$ cat config.mk
export PLATFORM = sky130hd
export DESIGN_NAME = mio_blit_master
export DESIGN_NICKNAME = d
export VERILOG_FILES = /design/src/rtl/mio_pkg.sv /design/src/rtl/mio_blit_addr_gen.sv /design/src/rtl/mio_blit_master.sv
export SDC_FILE = /design/constraint.sdc
export NUM_CORES = 1
export LEC_CHECK = 0
export ABC_CLOCK_PERIOD_IN_PS = 2700
export CAP_MARGIN = 25
export CORE_MARGIN = 8
export CORE_UTILIZATION = 36
export DETAILED_ROUTE_END_ITERATION = 16
export DONT_BUFFER_PORTS = 1
export GPL_TIMING_DRIVEN = 0
export PLACE_DENSITY_LB_ADDON = 0.1
export REMOVE_ABC_BUFFERS = 1
export SYNTH_ARGS = -nofsm -noshare
export SYNTH_HDL_FRONTEND = slang
export SYNTH_SLANG_ARGS = --single-unit
$ cat constraint.sdc
create_clock -name clk -period 2.7 [get_ports clk]
set_clock_uncertainty 0.05 [all_clocks]
set_input_delay 0.54 -clock clk [delete_from_list [all_inputs] [get_ports clk]]
set_output_delay 0.54 -clock clk [all_outputs]
set_load 0.02 [all_outputs]
$ cat src/rtl/mio_pkg.sv
// Shared definitions for the MIO bus blitter: FSM states, region nibbles and colour key.
package mio_pkg;

    typedef enum logic [2:0] {
        S_IDLE,
        S_REQ,
        S_RD,
        S_WR,
        S_NEXT,
        S_DONE
    } blit_state_e;

    localparam logic [3:0] REGION_VRAM = 4'hC;
    localparam logic [3:0] REGION_BG   = 4'hB;
    localparam logic [3:0] REGION_CHAR = 4'hA;
    localparam logic [3:0] REGION_CI   = 4'h9;
    localparam logic [3:0] REGION_WALL = 4'h8;

    localparam logic [11:0] TRANSP_DEFAULT = 12'hF0F;

endpackage

$ cat src/rtl/mio_blit_addr_gen.sv
// Tile walk counters: x/y/idx plus the wrapped VRAM pixel address of the current pixel.
module mio_blit_addr_gen #(
    parameter int TILE_W = 32,
    parameter int TILE_H = 32,
    parameter int STRIDE = 512
) (
    input  logic        clk,
    input  logic        rst,
    input  logic        i_clear,
    input  logic        i_advance,
    input  logic [17:0] i_dst_off,
    output logic [17:0] o_dst_addr,
    output logic [9:0]  o_idx,
    output logic        o_last
);

    localparam int XW = (TILE_W > 1) ? $clog2(TILE_W) : 1;
    localparam int YW = (TILE_H > 1) ? $clog2(TILE_H) : 1;
    localparam logic [XW-1:0] X_LAST   = XW'(TILE_W - 1);
    localparam logic [YW-1:0] Y_LAST   = YW'(TILE_H - 1);
    localparam logic [17:0]   STRIDE18 = 18'(STRIDE);

    logic [XW-1:0] r_x;
    logic [YW-1:0] r_y;
    logic [9:0]    r_idx;
    logic [17:0]   r_row_base;

    // r_row_base tracks dst_off + y*STRIDE (mod 2^18) by adding one stride per row.
    always_ff @(posedge clk or negedge rst) begin
        if (!rst) begin
            r_x        <= '0;
            r_y        <= '0;
            r_idx      <= '0;
            r_row_base <= '0;
        end else if (i_clear) begin
            r_x        <= '0;
            r_y        <= '0;
            r_idx      <= '0;
            r_row_base <= i_dst_off;
        end else if (i_advance) begin
            r_idx <= r_idx + 10'd1;
            if (r_x == X_LAST) begin
                r_x        <= '0;
                r_y        <= r_y + YW'(1);
                r_row_base <= r_row_base + STRIDE18;
            end else begin
                r_x <= r_x + XW'(1);
            end
        end
    end

    assign o_dst_addr = r_row_base + 18'(r_x);
    assign o_idx      = r_idx;
    assign o_last     = (r_x == X_LAST) && (r_y == Y_LAST);

endmodule

$ cat src/rtl/mio_blit_master.sv
// MIO bus master that copies one sprite tile from ROM into VRAM, skipping colour-keyed pixels.
module mio_blit_master
    import mio_pkg::*;
#(
    parameter int          TILE_W = 32,
    parameter int          TILE_H = 32,
    parameter int          STRIDE = 512,
    parameter int          RD_LAT = 2,
    parameter logic [11:0] TRANSP = TRANSP_DEFAULT
) (
    input  logic        clk,
    input  logic        rst,
    input  logic        start,
    input  logic [31:0] src_base,
    input  logic [17:0] dst_off,
    output logic        busy,
    output logic        done,
    output logic        bus_req,
    input  logic        bus_gnt,
    output logic [31:0] addr_bus,
    output logic        mem_w,
    output logic [31:0] data2bus,
    input  logic [31:0] data4bus,
    output blit_state_e dbg_state
);

    localparam int LAT_W = (RD_LAT > 1) ? $clog2(RD_LAT) : 1;
    localparam logic [LAT_W-1:0] LAT_LAST = LAT_W'(RD_LAT - 1);

    blit_state_e      r_state;
    blit_state_e      w_next;
    logic [31:0]      r_src;
    logic [11:0]      r_pix;
    logic [LAT_W-1:0] r_lat_cnt;

    logic        w_clear;
    logic        w_advance;
    logic        w_rd_last;
    logic        w_rd_cap;
    logic        w_last;
    logic        w_active;
    logic [17:0] w_dst;
    logic [9:0]  w_idx;
    logic        w_unused_hi;

    mio_blit_addr_gen #(
        .TILE_W (TILE_W),
        .TILE_H (TILE_H),
        .STRIDE (STRIDE)
    ) u_addr_gen (
        .clk        (clk),
        .rst        (rst),
        .i_clear    (w_clear),
        .i_advance  (w_advance),
        .i_dst_off  (dst_off),
        .o_dst_addr (w_dst),
        .o_idx      (w_idx),
        .o_last     (w_last)
    );

    assign w_rd_last   = (r_lat_cnt == LAT_LAST);
    assign w_rd_cap    = (r_state == S_RD) && bus_gnt && w_rd_last;
    assign w_unused_hi = ^data4bus[31:12];

    always_ff @(posedge clk or negedge rst) begin
        if (!rst) begin
            r_state   <= S_IDLE;
            r_src     <= '0;
            r_pix     <= '0;
            r_lat_cnt <= '0;
        end else begin
            r_state <= w_next;
            if (w_clear) begin
                r_src <= src_base;
            end
            if (w_rd_cap) begin
                r_pix <= data4bus[11:0];
            end
            // Latency count restarts on every entry to RD, so a retried read waits the full RD_LAT.
            if ((r_state == S_RD) && bus_gnt && !w_rd_last) begin
                r_lat_cnt <= r_lat_cnt + LAT_W'(1);
            end else begin
                r_lat_cnt <= '0;
            end
        end
    end

    always_comb begin
        w_next    = r_state;
        w_clear   = 1'b0;
        w_advance = 1'b0;
        case (r_state)
            S_IDLE: begin
                if (start) begin
                    w_clear = 1'b1;
                    w_next  = S_REQ;
                end
            end
            S_REQ: begin
                if (bus_gnt) begin
                    w_next = S_RD;
                end
            end
            S_RD: begin
                if (!bus_gnt) begin
                    w_next = S_REQ;
                end else if (w_rd_last) begin
                    w_next = (data4bus[11:0] == TRANSP) ? S_NEXT : S_WR;
                end
            end
            S_WR: begin
                w_next = bus_gnt ? S_NEXT : S_REQ;
            end
            S_NEXT: begin
                w_advance = 1'b1;
                w_next    = w_last ? S_DONE : S_RD;
            end
            S_DONE: begin
                w_next = S_IDLE;
            end
            default: begin
                w_next = S_IDLE;
            end
        endcase
    end

    // Bus outputs are gated by bus_gnt combinationally so a grant loss kills the cycle at once.
    assign w_active = (r_state == S_REQ) || (r_state == S_RD) ||
                      (r_state == S_WR)  || (r_state == S_NEXT);
    assign busy     = w_active;
    assign bus_req  = w_active;
    assign done     = (r_state == S_DONE);
    assign mem_w    = bus_gnt && (r_state == S_WR);
    assign data2bus = mem_w ? {20'b0, r_pix} : 32'b0;
    assign addr_bus = !bus_gnt            ? 32'b0 :
                      (r_state == S_WR)   ? {REGION_VRAM, 10'b0, w_dst} :
                      (r_state == S_RD)   ? (r_src + {22'b0, w_idx}) : 32'b0;
    assign dbg_state = r_state;

endmodule

==> results.cfg <==
[critical_path]
critical-path-slowest-cell = dfrtp_1
path_delay_family = compound AO/OA/AOI/OAI gates
r2r_start = dbg_state[2]
path_max_fanout = 4
crit_end = addr_bus[28]
worst_ep_required_time_ps = 2110
cpPeakStageDelay_ps = 390
crit_buf_inv = 2
crit_type = flop to primary output
critPathLaunchType = flop
endpoint_kind = primary output
crit_path_start = r_src[0]
crit_chain = ha_2 > fa_2 > a21o_1 > a221oi_4 > buf_6 > buf_12 > o32ai_4 > o2111ai_2 > xor2_1 > nor2_2
worst-r2r-setup-slack_ps = 280
cp.depth = 10
reg2reg_to = r_pix[3]
reg2reg_depth = 6
crit_arrival_ps = 2700

[timing]
tightest_slew_ps = 938.1
fin_crit_ps = 3291
maxSlewHeadroom_pct = 37.01
final-hold-violation-count = 0
drv_slew = 0
rsz0062_at_grt = yes
post-route-period-util_pct = 121.9
setup_slack_ps = -591.0
fin_setup_tns_ps = -11070
holdWs_ps = 59.31
setup_viol = 28
max_freq_ghz = 0.3039

[synthesis]
synthTopCellsByArea = dfrtp_1 39%, nand2_1 12%, ha_1 4.8%
yosys_warnings = 0
synth_top_area_cell = dfrtp_1
synthCells = 640
syn_area_sq_mm = 0.005474
async_flop_share_pct = 100.0
synth_cell_types = 58
synth_edf_count = 0
synth_top_flop_cell = dfrtp_1
syn_area_per_cell_sq_um = 8.553
synth-seq-cells = 86
yosysSeqAreaShare_pct = 39.31
synthDominantCellAreaShare_pct = 39.31

[global_routing]
grt_use_met1_pct = 19.88
antenna_found_initial = 0
grt_overflow_total = 0
grt_max_degree = 87
grt_pass1_wl_microns = 26850
grtUsageMet3_pct = 8.037
grt_usage_pct = 17.51
top_usage_layer = met2
grt.met2_usage_pct = 29.58
grt_pass1_vias = 4883

[layout]
layout_common_cells = 164 x nand2_1, 77 x dfrtp_1, 24 x o21ai_1
post-route-util_pct = 46.90
area_delta_synth_final_pct = 28.80
drive_gt1_share_pct = 25.52
fin_nets = 776
antenna_cells = 0
final_common_cell = nand2_1

[job]
drv_cap = 0

[drt]
routed_wl_microns = 17050
drc = 0
drt_iter0_drc = 246
wl_per_cell_microns = 19.87
first_pass_iters = 4
drtAntennaViolNets = 0
vias = 4656
vias_per_cell = 5.427

[run_status]
status = finished, violations left
violations = negative setup slack

[floorplan]
die_h_microns = 139.3
io_pins = 157
core_sq_mm = 0.01503
die_w_microns = 139.3
initial_core_util_pct = 36.41
floorplan.rows = 45
dieArea_sq_mm = 0.01941

[clock_tree]
clockBufferDepth = 2
cts.sinks = 86
clk_pin_slew_ps = 60
cts_tree = yes
insertion_delay_ps = 350
h-tree-depth = 3
cts_root_buf = clkbuf_16
cts_buffers = 9

[hold_path]
hold_class = primary input to async pin

[power_and_ir_drop]
internal-power_mw = 3.636
leakagePower_nw = 3.018
cellPowerDensity_mw_per_mm2 = 907.9
p_clk_share_pct = 19.0
power_frac_comb_pct = 43.7
power_switching_mw = 2.766
swShare_pct = 43.21
peakVddDrop_v = 0.0004994
sequentialPowerShare_pct = 37.3

[placement]
pre_cts_ws_ps = -963.9
portBuffers = 0
dp.final_hpwl_microns = 11400
gp_congestion = 0.8143
## stage by stage
step                      power, mW  instances  area (sq um)
after floorplan               3.703        611          5275
after CTS                     6.258        850          6805
after global placement        4.216        799          5510
after detailed placement      4.324        805          5589
after global routing          6.854        858          7051
final                         6.402        858          7051
## cell usage after synthesis (all sizes together), types with 7 or more instances
master  instances
nand2         169
nand3          20
a21oi          20
a211oi          7
inv            11
nor2           40
dfrtp          86
buf            29
o21ai          29
and3           23
xor2           22
xnor2          26
nand4          12
o22ai           8
ha             21
clkbuf         19
mux2           12
## cells by family after synthesis
| logic type | synth area share (%) |
|---|---|
| other | 0.06851 |
| buffers and inverters | 5.691 |
| multiplexers | 3.017 |
| AO/OA/AOI/OAI | 14.06 |
| AND/OR/NAND/NOR | 24.64 |
| flip-flops | 39.31 |
| adder cells (fa/ha/maj) | 5.531 |
| XOR/XNOR | 7.680 |
## cell type report
type,count,area [sq um]
clock inverters,2,35.03
inverters,11,43.79
flip-flops and latches,86,2166
fillers,1455,7983
multi-input cells,516,3896
repair buffers,43,437.9
well taps,188,235.2
clock buffers,12,236.5
## routing by layer
| metal | wire length (microns) | vias up |
|---|---|---|
| met2 | 8334 | 118 |
| li1 | - | 2252 |
| met4 | 160 | 0 |
| met1 | 7105 | 2276 |
| met3 | 1449 | 10 |
| met5 | 0 | - |
## power groups by stage
stage / registers [mW] / clock network [mW] / logic (mW)
6_report: 2.39 / 1.22 / 2.80
5_1_grt: 2.46 / 1.31 / 3.08
4_1_cts: 2.37 / 1.26 / 2.63
3_5_place_dp: 2.34 / 0 / 1.99
3_3_place_gp: 2.32 / 0 / 1.89
2_1_floorplan: 2.17 / 0 / 1.53
## worst min path at each step
stage / start / to / slack, ps
floorplan: rst / dbg_state[0] / 190
global placement: rst / r_src[28] / 200
detailed placement: rst / r_src[28] / 200
CTS: rst / u_addr_gen.r_y[3] / 70
global route: rst / u_addr_gen.r_row_base[9] / 80
finish: rst / u_addr_gen.r_row_base[8] / 60
## sequential cells by signal (all words and copies together) (netlist names)
| register | count |
|---|---|
| u_addr_gen.r_y | 5 |
| u_addr_gen.r_row_base | 18 |
| u_addr_gen.o_idx | 10 |
| r_src | 32 |
| r_pix | 12 |
| dbg_state | 3 |
| r_lat_cnt | 1 |
| u_addr_gen.r_x | 5 |
## what timing repair did
action	4_1_cts	5_1_grt
endpoints found under the hold margin	86	0
pin swaps	36	37
endpoints found under the setup margin	60	29
gates cloned	2	0
hold buffers	1	0
gates resized for setup	127	37
buffers inserted	29	11
No activity file was read; power rests on OpenSTA's default activity.
